<file path="config.mk">
export PLATFORM = sky130hd
export DESIGN_NAME = jpeg_bitstream_reader
export DESIGN_NICKNAME = d
export VERILOG_FILES = /design/src/rtl/jpeg_bitstream_reader.sv
export SDC_FILE = /design/constraint.sdc
export NUM_CORES = 1
export LEC_CHECK = 0
export ABC_AREA = 1
export CORE_ASPECT_RATIO = 1.2
export CORE_MARGIN = 10
export CORE_UTILIZATION = 55
export DETAILED_ROUTE_END_ITERATION = 8
export GPL_ROUTABILITY_DRIVEN = 0
export PLACE_DENSITY = 0.79
export SETUP_SLACK_MARGIN = 0.5
export SYNTH_ARGS = -nofsm -noshare
export SYNTH_HDL_FRONTEND = slang
export SYNTH_SLANG_ARGS = --single-unit
</file>
<file path="constraint.sdc">
create_clock -name clk -period 4.5 [get_ports clk]
set_input_delay 0.9 -clock clk [delete_from_list [all_inputs] [get_ports clk]]
set_output_delay 0.9 -clock clk [all_outputs]
set_load 0.05 [all_outputs]
</file>
<file path="src/rtl/jpeg_bitstream_reader.sv">
// JPEG entropy-coded segment reader: removes 0xFF00 stuffing, skips fill bytes,
// holds on markers, and feeds an MSB-aligned bit buffer to the Huffman decoder.
module jpeg_bitstream_reader #(
  parameter int BUF_WIDTH  = 32,
  parameter int PEEK_WIDTH = 16,
  localparam int LW = $clog2(BUF_WIDTH + 1),
  localparam int CW = $clog2(PEEK_WIDTH + 1)
) (
  input  logic                  clk,
  input  logic                  rst_n,
  input  logic [7:0]            s_axis_tdata,
  input  logic                  s_axis_tvalid,
  output logic                  s_axis_tready,
  input  logic                  s_axis_tlast,
  input  logic                  s_axis_tuser,
  output logic [PEEK_WIDTH-1:0] bits_peek,
  output logic [LW-1:0]         bits_level,
  input  logic                  consume_valid,
  input  logic [CW-1:0]         consume_len,
  input  logic                  align_req,
  output logic                  marker_valid,
  output logic [7:0]            marker_code,
  input  logic                  marker_ack,
  output logic                  end_of_stream,
  output logic                  underflow_err
);

  typedef enum logic [1:0] {
    NORMAL      = 2'd0,
    GOT_FF      = 2'd1,
    MARKER_HOLD = 2'd2
  } state_t;

  localparam logic [BUF_WIDTH-1:0] ONES     = {BUF_WIDTH{1'b1}};
  localparam logic [BUF_WIDTH-1:0] TOP_BYTE = {8'hFF, {(BUF_WIDTH-8){1'b0}}};

  state_t               state_q, state_d;
  logic [BUF_WIDTH-1:0] buf_q, buf_d;
  logic [LW-1:0]        level_q, level_d;
  logic                 marker_valid_q, marker_valid_d;
  logic [7:0]           marker_code_q, marker_code_d;
  logic                 eos_q, eos_d;
  logic                 uf_q, uf_d;
  logic                 accept_s;
  logic                 append_s;
  logic [7:0]           app_byte_s;
  logic [LW-1:0]        drop_s;

  assign s_axis_tready = (state_q != MARKER_HOLD) && (level_q <= LW'(BUF_WIDTH - 8));
  assign accept_s      = s_axis_tvalid && s_axis_tready;

  // Next-state: frame clear, consume, align, marker release, then byte append.
  always_comb begin
    state_d        = state_q;
    buf_d          = buf_q;
    level_d        = level_q;
    marker_valid_d = marker_valid_q;
    marker_code_d  = marker_code_q;
    eos_d          = eos_q;
    uf_d           = uf_q;
    append_s       = 1'b0;
    app_byte_s     = s_axis_tdata;
    drop_s         = '0;

    if (accept_s && s_axis_tuser) begin
      // A new frame discards everything, including any same-cycle consume.
      state_d        = NORMAL;
      buf_d          = ONES;
      level_d        = '0;
      marker_valid_d = 1'b0;
      eos_d          = 1'b0;
      uf_d           = 1'b0;
    end else begin
      if (consume_valid && (consume_len != '0)) begin
        if (LW'(consume_len) > level_d) begin
          drop_s = level_d;
          uf_d   = 1'b1;
        end else begin
          drop_s = LW'(consume_len);
        end
        buf_d   = (buf_d << drop_s) | ~(ONES << drop_s);
        level_d = level_d - drop_s;
      end else begin
        drop_s = '0;
      end
      if (align_req) begin
        buf_d   = (buf_d << level_d[2:0]) | ~(ONES << level_d[2:0]);
        level_d = level_d - LW'(level_d[2:0]);
      end else begin
        level_d = level_d;
      end
    end

    if ((state_q == MARKER_HOLD) && marker_ack) begin
      marker_valid_d = 1'b0;
      state_d        = NORMAL;
    end else begin
      marker_valid_d = marker_valid_d;
    end

    if (accept_s) begin
      case (state_d)
        NORMAL: begin
          if (s_axis_tdata == 8'hFF) begin
            state_d = GOT_FF;
          end else begin
            append_s = 1'b1;
          end
        end
        GOT_FF: begin
          if (s_axis_tdata == 8'h00) begin
            append_s   = 1'b1;
            app_byte_s = 8'hFF;
            state_d    = NORMAL;
          end else if (s_axis_tdata == 8'hFF) begin
            state_d = GOT_FF;
          end else begin
            marker_code_d  = s_axis_tdata;
            marker_valid_d = 1'b1;
            state_d        = MARKER_HOLD;
          end
        end
        default: state_d = state_d;
      endcase
      if (s_axis_tlast) begin
        eos_d = 1'b1;
        if (state_d == GOT_FF) begin
          state_d = NORMAL;
        end else begin
          state_d = state_d;
        end
      end else begin
        eos_d = eos_d;
      end
    end else begin
      append_s = 1'b0;
    end

    if (append_s) begin
      buf_d   = (buf_d & ~(TOP_BYTE >> level_d)) | ({app_byte_s, {(BUF_WIDTH-8){1'b0}}} >> level_d);
      level_d = level_d + LW'(8);
    end else begin
      level_d = level_d;
    end
  end

  // State and buffer registers.
  always_ff @(posedge clk or negedge rst_n) begin
    if (!rst_n) begin
      state_q        <= NORMAL;
      buf_q          <= ONES;
      level_q        <= '0;
      marker_valid_q <= 1'b0;
      marker_code_q  <= 8'h00;
      eos_q          <= 1'b0;
      uf_q           <= 1'b0;
    end else begin
      state_q        <= state_d;
      buf_q          <= buf_d;
      level_q        <= level_d;
      marker_valid_q <= marker_valid_d;
      marker_code_q  <= marker_code_d;
      eos_q          <= eos_d;
      uf_q           <= uf_d;
    end
  end

  assign bits_peek     = buf_q[BUF_WIDTH-1 -: PEEK_WIDTH];
  assign bits_level    = level_q;
  assign marker_valid  = marker_valid_q;
  assign marker_code   = marker_code_q;
  assign end_of_stream = eos_q;
  assign underflow_err = uf_q;

endmodule
</file>
; ---- Word-level counts from Yosys, hierarchy flattened
; Cells that the tools add are included.
[op_classes]
div_mod_pow = 0
bitwise_logic = 9
n_reduce_logical = 12
eq_ne = 5
addsub = 3
n_lt_le_gt_ge = 2
mux = 42
shifts = 6
n_mul = 0
[op_table]
columns = operator, count
row1 = 2-to-1 mux 32 bit, 5
row2 = NOT 32 bit, 3
row3 = OR 32 bit, 3
row4 = 2-to-1 mux 6 bit, 8
row5 = AND 32 bit, 1
row6 = left shift 32 x 3 -> 32 bit, 1
row7 = left shift 32 x 3 -> 32 bit (first input constant), 1
row8 = left shift 32 x 6 -> 32 bit, 1
row9 = left shift 32 x 6 -> 32 bit (first input constant), 1
row10 = >> shifter 32 x 6 -> 32 bit, 1
row11 = >> shifter 32 x 6 -> 32 bit (first input constant), 1
row12 = 2-to-1 mux 8 bit, 3
row13 = 2-to-1 mux 2 bit, 9
row14 = 2-to-1 mux 1 bit, 15
row15 = == test 8 bit (second input constant), 1
row16 = logical NOT 8 bit, 1
row17 = adder 6 x 4 -> 6 bit (second input constant), 1
row18 = greater-than comparator 5 x 6 -> 1 bit, 1
row19 = <= comparator 6 x 5 -> 1 bit (second input constant), 1
row20 = subtractor 6 x 3 -> 6 bit, 1
row21 = subtractor 6 bit, 1
row22 = logical AND 1 bit, 5
row23 = nonzero test 5 bit, 1
row24 = == test 2 x 1 -> 1 bit (second input constant), 2
row25 = 9 further kinds, 11
[totals]
inputBits = 21
ram_bits = 0
latchBits = 0
output_inout_bits = 34
memories = 0
wordCells = 86
mem_bits_ro = 0
regBits = 51

; ---- Longest topological paths before layout
; Gate-level depths: netlist (run 1).
[depth]
ltp_word = 17
depth_mapped = 30
depth_no_buf = 28

; ---- Worst setup path before layout (run 1)
; Ideal clock, no wire load.
[synth_path]
path_type = reg-to-reg
start = register level_q[1], in the netlist bits_level[1]
end = register buf_q[12]
synth_period_minus_slack_ps = 4631
stages_incl_launch_ff = 29
arrival_ps = 4571
slack_ps = -131
t_required_ps = 4440
path_buffers = 5
path_cell_list = dfrtp_1 > inv_1 > ha_1 > nand2_1 > nand2_1 > nand2_1 > nand3_2 > nand2_2 > buf_12 > nand2_1 > o21ai_2 > inv_2 > buf_4 > buf_6 > ha_1 > a21oi_1 > inv_1 > a31oi_1 > nor2_1 > inv_1 > a21oi_1 > nor3_1 > inv_1 > clkbuf_1 > buf_2 > ha_1 > a221oi_1 > nand2_1 > nand2_1
[synth_via]
elab_chain_len = 16
word_cells_on_any_way = 40
classes_between = add/sub (2) / order compare (2) / eq/ne (1) / shift (6) / mux (18) / bitwise (7) / reduce/logical (4)
[synth_rtl]
columns = element, line
row1 = "start, declared", 39  ; logic [LW-1:0] level_q, level_d;
row2 = "start signal, assigned", 160  ; level_q <= level_d;
row3 = "parallel branches: the longest is 15 deep, another holds greater-than comparator 5 x 6 -> 1 bit", --
row4 = 2-to-1 mux 32 bit (*), 139  ; if (append_s) begin
row5 = via buf_d[12], 38  ; logic [BUF_WIDTH-1:0] buf_q, buf_d;
row6 = "end signal, assigned", 159  ; buf_q <= buf_d;
row7 = "end, declared", 38
; Mark *: on every way through the listed nets, which the timed path passes. The select of a mux whose other input is x is not followed.
; A chain may end at the register's enable or synchronous reset.

; ---- Worst setup path after layout (run 1)
[layout_path]
start = input port consume_len[4]
end = register buf_q[13]
[layout_via]
elab_chain_len = 16
word_cells_on_any_way = 30
classes_between = add/sub (2) / order compare (1) / shift (6) / mux (12) / bitwise (7) / reduce/logical (2)
[layout_rtl]
columns = element, line
row1 = "start, declared", 19  ; input logic [CW-1:0] consume_len,
row2 = "parallel branches: the longest is 15 deep, another holds greater-than comparator 5 x 6 -> 1 bit", --
row3 = 2-to-1 mux 32 bit (*), 139
row4 = via buf_d[13], 38
; Marked as above.

==> impl_metrics.ini, run 1 <==
[timing]
relSlewSlack_pct = 53.5
slew_violations = 0
tns_ns = 0
finalCritPeriodShare_pct = 87.0
hold_viol_final = 0
period_minus_slack_ns = 3.91
tightestPinTransition_ns = 0.697
fmax_ghz = 0.256
finClkSkew_ns = 0.00481
finalSetupViolCount = 0
rsz0062_at_grt = no

[floorplan]
initial_core_util_pct = 56.9
die_area_mm2 = 0.0182
core-area_mm2 = 0.0128
io_pins = 55
die_h_um = 146
die_x_um = 125
rows = 45

[synthesis]
synth_edf_count = 0
mappedNetlistArea_mm2 = 0.00727
synth_seq_cells = 51
postSynthCellCount = 1310
ys_seq_area_share_pct = 18.1
synth_top_flop_cell = dfstp_2
async_reset_ff_share_pct = 100
yosys_warnings = 0
syn-num-nets = 1349
ys_types = 46
synth_area_per_cell_um2 = 5.55

[detailed_routing]
drt_iter0_markers = 2253
first_pass_iters = 8
via_per_inst = 6.41
top_layer = met4
dr_wl_met3_um = 3330
ant_nets = 0
wl_per_cell_um = 19.1
drcViolationCount = 0
via_count = 9711
drt_wl_total_um = 28900
wl_met1_um = 10400
wl_met2_um = 13200

[global_routing]
antenna_found_initial = 0
grt_pass1_vias = 8605
grt_max_degree = 52
grt-ovfl-total = 0
grt_use_total_pct = 29.1
grt_pass1_wl_um = 44900

[finish]
layout_common_cells = 427 x nand2_1, 360 x nand3_1, 95 x inv_1
diodes = 0
final_area_mm2 = 0.00866
layout_commonest_cell = nand2_1
fin_util_pct = 67.8
drive_gt1_share_pct = 15.3
nets = 1388
area_growth_pct = 19.1

[clock_tree]
cts.sinks = 51
clk_latency_ns = 0.30
clock-root-buffer = clkbuf_16
cts_inserted_buffers = 5
cts_tree = built
clock_path_buffers = 2
h-tree-depth = 2
path_clk_slew_ns = 0.08

[flow_run]
cap_viol_max_count = 0

[critical_path]
path_class = input port to flop
endpoint_kind = flop
cp.required_ns = 4.74
arrival_ns = 4.15
worstPathMaxFanout = 15
critPathLaunchType = input port

[run_status]
status = complete, no violations

[placement]
placed_area_mm2 = 0.00808
dp_hpwl_um = 21900
io_buffers = 54

[hold_path]
worstHoldPathType = flop to flop
==> synth_stat cells (2+ instances only) <==
| cell | n | area [um^2] |
|---|---|---|
| nand2_2 | 7 | 43.8 |
| a21oi_1 | 36 | 180 |
| dfstp_2 | 32 | 841 |
| o21ai_1 | 21 | 105 |
| nand3_1 | 363 | 1820 |
| nor2_1 | 51 | 191 |
| buf_6 | 5 | 56.3 |
| clkbuf_1 | 25 | 93.8 |
| a31oi_1 | 4 | 25.0 |
| inv_2 | 10 | 37.5 |
| nor2_2 | 4 | 25.0 |
| ha_1 | 17 | 213 |
| buf_1 | 6 | 22.5 |
| inv_1 | 101 | 379 |
| nand3_2 | 2 | 20.0 |
| nor3_1 | 5 | 25.0 |
| or2_1 | 4 | 25.0 |
| buf_2 | 26 | 130 |
| nor4_1 | 3 | 18.8 |
| o22ai_1 | 5 | 31.3 |
| o21ai_2 | 6 | 52.6 |
| nand2_4 | 2 | 22.5 |
| nand2_1 | 438 | 1640 |
| buf_4 | 24 | 180 |
| or2_2 | 3 | 18.8 |
| o211ai_1 | 10 | 75.1 |
| o21ai_0 | 50 | 250 |
| dfrtp_1 | 19 | 475 |
| a22oi_1 | 3 | 22.5 |
| nand4_1 | 10 | 62.6 |
| o21a_1 | 3 | 22.5 |
==> timing repair <==
action	in CTS	in global routing
gates cloned	0	1
pin swaps	8	18
hold buffers	0	0
resized for setup	26	59
setup endpoints to repair	34	34
buffers inserted	9	4
==> sequential cells by signal, indices dropped and copies added, names as in the netlist <==
register       cells
buf_q             32
marker_code        8
bits_level         6
marker_valid       1
underflow_err      1
state_q            2
end_of_stream      1
==> cell families after synthesis <==
family | count (synthesis) | share of synthesized area (%)
muxes | 1 | 0.138
AOI/OAI and AO/OA | 145 | 11.4
and+or+nand+nor | 894 | 54.2
buffers and inverters | 199 | 12.7
DFF | 51 | 18.1
adders and majority gates | 18 | 3.20
xor gates and xnor gates | 2 | 0.241
==> path summary, 6_finish.rpt <==
| check | cells after the start | slack, ns | from | endpoint |
|---|---|---|---|---|
| worst max-delay path | 23 | 0.59 | consume_len[4] | buf_q[13] |
| worst min-delay path | 2 | 0.49 | marker_code[7] | marker_code[7] |
| worst max register to register | 24 | 0.71 | bits_level[1] | buf_q[13] |
| worst min register to register | 2 | 0.49 | marker_code[7] | marker_code[7] |
| max in group asynchronous | 2 | 3.28 | rst_n | bits_level[1] |
| min in group asynchronous | 2 | 0.72 | rst_n | marker_code[1] |
==> layer usage <==
metal  global-route usage (%)  up-vias
met5                        0        -
met4                     15.7        0
met3                     6.04      201
met2                     47.1      774
met1                     35.2     4307
li1                         -     4429
==> final cells by class <==
| cell class | instances | area, um^2 |
|---|---|---|
| multi-input cells | 1060 | 5450 |
| repair buffers | 119 | 1100 |
| clock buffers | 5 | 125 |
| well taps | 164 | 205 |
| inverters | 112 | 432 |
| flip-flops and latches | 51 | 1320 |
| clock inverters | 3 | 28.8 |
| fillers | 1133 | 4120 |
==> critical path: stages <==
cell and delay, ns:
dlygate4sd2_1 0.28, ha_4 0.28, nand2_2 0.07, nor2_4 0.13, nand3_2 0.13, nand2_4 0.16
nand2_2 0.08, o21ai_4 0.07, inv_2 0.07, ha_4 0.25, a21oi_2 0.15, inv_1 0.08
a31oi_4 0.17, nand2_2 0.10, a21oi_4 0.18, nor3_4 0.06, buf_12 0.16, inv_4 0.16
buf_4 0.22, nand4_1 0.20, nand2_1 0.11, nand2_1 0.05, nand2_1 0.08
==> through the flow <==
step	std cells	setup WS (ns)	hold slack (ns)
CTS	1509	0.514	0.491
detailed placement	1492	-0.0489	0.473
global route	1514	0.436	0.516
floorplan	1310	0.465	0.541
finish	1514	0.586	0.494
global placement	1492	0.0507	0.465
Power of run 1 is left out: the tool's default activity adds up to more than one toggle a clock period on the data nets, which glitch-free logic cannot reach.
==> run 2: changes to the inputs <==
CELL_PAD_IN_SITES_DETAIL_PLACEMENT = 0   (was unset)
CELL_PAD_IN_SITES_GLOBAL_PLACEMENT = 1   (was unset)
CORE_UTILIZATION = 37   (was 55)
CTS_CLUSTER_SIZE = 16   (was unset)
PLACE_DENSITY = unset   (was 0.79)
PLACE_DENSITY_LB_ADDON = 0.1   (was unset)
SLEW_MARGIN = 20   (was unset)
==> impl_metrics.ini, run 2 (synthesized netlist as in run 1, its figures left out) <==
[global_routing]
antenna_found_initial = 0
grt_pass1_wl_um = 50400
grt_pass1_vias = 8781
grt_max_degree = 35
grt_use_total_pct = 24.4
grt-ovfl-total = 0

[critical_path]
slowest_stage = ha_1
arrival_ns = 4.12
critPathLaunchType = input port
cp.required_ns = 4.73
worstPathMaxFanout = 9
cp-startpoint = consume_len[2]
slowest_delay_ns = 0.29
cpMostUsedCell = nand2_2
path_class = input port to flop
endpoint_kind = flop
r2r-start = bits_level[1]

[finish]
nets = 1416
num-fill-cells = 2211
diodes = 0
largest_reg_flops = 32
layout_common_cells = 432 x nand2_1, 359 x nand3_1, 96 x inv_1
top_register = buf_q
drive_gt1_share_pct = 16.5
layout_commonest_cell = nand2_1
area_growth_pct = 23.2

[clock_tree]
cts_hold_buf = 0
h-tree-depth = 2
cts_tree = built
clock_path_buffers = 2
clk_latency_ns = 0.30
cts_inserted_buffers = 5
clock-root-buffer = clkbuf_16
cts.sinks = 51
path_clk_slew_ns = 0.07

[detailed_routing]
ant_nets = 0
drt_iter0_markers = 859
wl_per_cell_um = 19.7
via_count = 9166
via_per_inst = 5.59
drcViolationCount = 0
first_pass_iters = 8
drt_wl_total_um = 32200

[timing]
finalSetupViolCount = 0
finalCritPeriodShare_pct = 86.6
slew_violations = 0
tightestPinTransition_ns = 0.640
relSlewSlack_pct = 57.2
hold_viol_final = 0
period_minus_slack_ns = 3.90
setup_ws_ns = 0.605
finClkSkew_ns = 0.00983
rsz0062_at_grt = no
fmax_ghz = 0.257

[floorplan]
initial_core_util_pct = 37.5
die_h_um = 174
core-area_mm2 = 0.0194
rows = 56
io_pins = 55
die_x_um = 148
die_area_mm2 = 0.0257

[run_status]
status = complete, no violations

[placement]
io_buffers = 54
place_ws_ns = -0.0131
dp_hpwl_um = 25900

[flow_run]
cap_viol_max_count = 0

[hold_path]
worstHoldPathType = flop to flop
holdCritStartpoint = marker_code[0]
-- run 2: what timing repair did --
item,in CTS,in global routing
buffers inserted,5,4
pin swaps,14,23
gates resized for setup,23,59
cloned,0,0
setup endpoints to repair,31,33
-- run 2: worst paths after layout --
kind | to | slack, ns | depth (start not counted)
max in group asynchronous | buf_q[8] | 3.10 | 2
min in group asynchronous | marker_code[0] | 0.55 | 1
hold reg to reg | marker_code[0] | 0.49 | 2
setup / recovery | buf_q[12] | 0.60 | 25
setup reg to reg | buf_q[12] | 0.72 | 25
hold / removal | marker_code[0] | 0.49 | 2
-- run 2: cell type report --
cell class	count	area (um^2)	area share (%)
Multi-Input combinational cell	1060	5410	60.4
Tap cell	261	327	3.65
Inverter	112	428	4.78
Clock buffer	5	125	1.40
Clock inverter	3	46.3	0.517
Sequential cell	51	1320	14.7
Timing Repair Buffer	147	1300	14.5
-- run 2: worst max-delay path: cells and delay by family --
kind | cells | cell delay [ns]
AND/OR/NAND/NOR | 10 | 0.79
adder cells (fa/ha/maj) | 3 | 0.67
AO/OA/AOI/OAI | 5 | 0.82
buffers and inverters | 7 | 0.93
-- run 2: per-stage QoR --
stage               hold slack (ns)  utilization (%)  instance area (um^2)  instances  setup TNS [ns]
floorplan                     0.541                -                  7470       1310               0
global placement              0.467             43.5                  8450       1622         -0.0347
detailed placement            0.474             43.5                  8450       1622         -0.0201
CTS                           0.492             44.9                  8710       1635               0
global route                  0.510             46.2                  8960       1639               0
finish                        0.487             46.2                  8960       1639               0
-- run 2: layer usage --
layer,vias to the layer above,wire (um),track usage (%)
met5,-,0,0
met4,0,1190,8.89
li1,4484,-,-
met1,4253,13800,31.4
met2,350,15500,40.8
met3,79,1750,2.61
Power of run 2 is left out for the same reason.
==> run 3: changes to the inputs <==
CORE_ASPECT_RATIO = unset   (was 1.2)
==> impl_metrics.ini, run 3 (synthesized netlist as in run 1, its figures left out) <==
[critical_path]
rr_worst_depth = 21
path_cells = dlygate4sd2_1, ha_1, nand2_1, nand2_1, nand2_1, nand3_2, buf_4, nand3_2, nand2_4, ha_2, fa_2, xnor2_2, o21ai_2, buf_4, buf_4, clkinvlp_4, buf_12, nor2_2, nand3_1, o211ai_1, nand2_1
endpoint = buf_q[2]
slowest_stage = fa_2
timing.rr.end = buf_q[2]
critPathLaunchType = input port
crit_buf_inv = 6
path_class = input port to flop
cp.required_ns = 4.73
endpoint_kind = flop
cpMostUsedCell = nand2_1
cp-startpoint = consume_len[1]
slowest_delay_ns = 0.40
arrival_ns = 4.11
worstPathMaxFanout = 13
r2r-start = bits_level[1]
critPathTopFamily = buffers and inverters
cp_num_cells = 21
r2r_slack_ns = 0.73

[floorplan]
die_area_mm2 = 0.0257
core-area_mm2 = 0.0194
die_x_um = 160
io_pins = 55
die_h_um = 160
initial_core_util_pct = 37.5
rows = 51

[global_routing]
grt_use_total_pct = 23.7
grt_pass1_wl_um = 48700
grt_pass1_vias = 8469
grt_max_degree = 52
grt-ovfl-total = 0
antenna_found_initial = 0

[detailed_routing]
wl_per_cell_um = 19.3
drt_iter0_markers = 814
first_pass_iters = 5
ant_nets = 0
via_count = 9239
drt_wl_total_um = 32000
drcViolationCount = 0
via_per_inst = 5.58

[clock_tree]
h-tree-depth = 2
clock_path_buffers = 2
path_clk_slew_ns = 0.07
cts_tree = built
cts_hold_buf = 0
cts.sinks = 51
clk_latency_ns = 0.31
clock-root-buffer = clkbuf_16
cts_inserted_buffers = 5

[hold_path]
worstHoldPathType = flop to flop

[finish]
fin_util_pct = 47.1
diodes = 0
nets = 1430
area_growth_pct = 25.6
layout_commonest_cell = nand2_1
layout_common_cells = 433 x nand2_1, 357 x nand3_1, 95 x inv_1
top_register = buf_q
drive_gt1_share_pct = 17.9
largest_reg_flops = 32
num-fill-cells = 2142

[timing]
setup_ws_ns = 0.621
slew_violations = 0
tns_ns = 0
finalSetupViolCount = 0
fmax_ghz = 0.258
period_minus_slack_ns = 3.88
worst_hold_slack_ns = 0.490
hold_viol_final = 0
finalCritPeriodShare_pct = 86.2
relSlewSlack_pct = 53.7
tightestPinTransition_ns = 0.694
finClkSkew_ns = 0.00890
rsz0062_at_grt = yes

[flow_run]
cap_viol_max_count = 0

[run_status]
status = complete, no violations

[placement]
place_ws_ns = -0.0368
dp_hpwl_um = 25300
io_buffers = 54
run 3: area by class of cell:
cell class / instances / area, um^2 / share of cell area (%)
clock buffers: 5 / 125 / 1.37
clock inverters: 3 / 46.3 / 0.507
inverters: 112 / 430 / 4.71
multi-input cells: 1060 / 5400 / 59.1
flip-flops and latches: 51 / 1320 / 14.4
well taps: 265 / 332 / 3.63
repair buffers: 161 / 1480 / 16.2
run 3: worst register-to-register path, stage by stage (launching register included):
cell and delay, ns:
dfrtp_2 0.51, inv_1 0.18, ha_1 0.34, nand2_1 0.07
nand2_1 0.05, nand2_1 0.08, nand3_2 0.11, buf_4 0.16
nand3_2 0.08, nand2_4 0.06, ha_2 0.18, fa_2 0.40
xnor2_2 0.16, o21ai_2 0.14, buf_4 0.17, buf_4 0.16
clkinvlp_4 0.18, buf_12 0.20, nor2_2 0.16, nand3_1 0.14
o211ai_1 0.11, nand2_1 0.07
run 3: worst min-delay path by stage:
stage / from / end / slack [ns] / cells past startpoint
floorplan: state_q[1] / state_q[1] / 0.54 / 2
global placement: marker_code[7] / marker_code[7] / 0.47 / 2
detailed placement: marker_code[2] / marker_code[2] / 0.48 / 2
CTS: marker_code[2] / marker_code[2] / 0.50 / 2
global route: marker_code[7] / marker_code[7] / 0.52 / 2
finish: marker_code[7] / marker_code[7] / 0.49 / 2
run 3: through the flow:
step	cells	cell area, um^2
2_1_floorplan	1310	7470
3_3_place_gp	1630	8530
3_5_place_dp	1630	8530
4_1_cts	1644	8860
5_1_grt	1657	9130
6_report	1657	9130
run 3: what timing repair did:
action,4_1_cts,5_1_grt
setup endpoints to repair,32,32
gates resized for setup,35,46
buffers inserted,6,12
pin swaps,14,19
gates cloned,0,1
run 3: metal layers:
| metal | track usage (%) | part of all wire, % | vias to the layer above |
|---|---|---|---|
| met5 | 0 | 0 | - |
| met4 | 7.30 | 2.7 | 0 |
| met3 | 2.96 | 7.0 | 55 |
| met2 | 37.5 | 45 | 413 |
| met1 | 32.7 | 45 | 4244 |
| li1 | - | - | 4527 |
Power of run 3 is left out for the same reason.
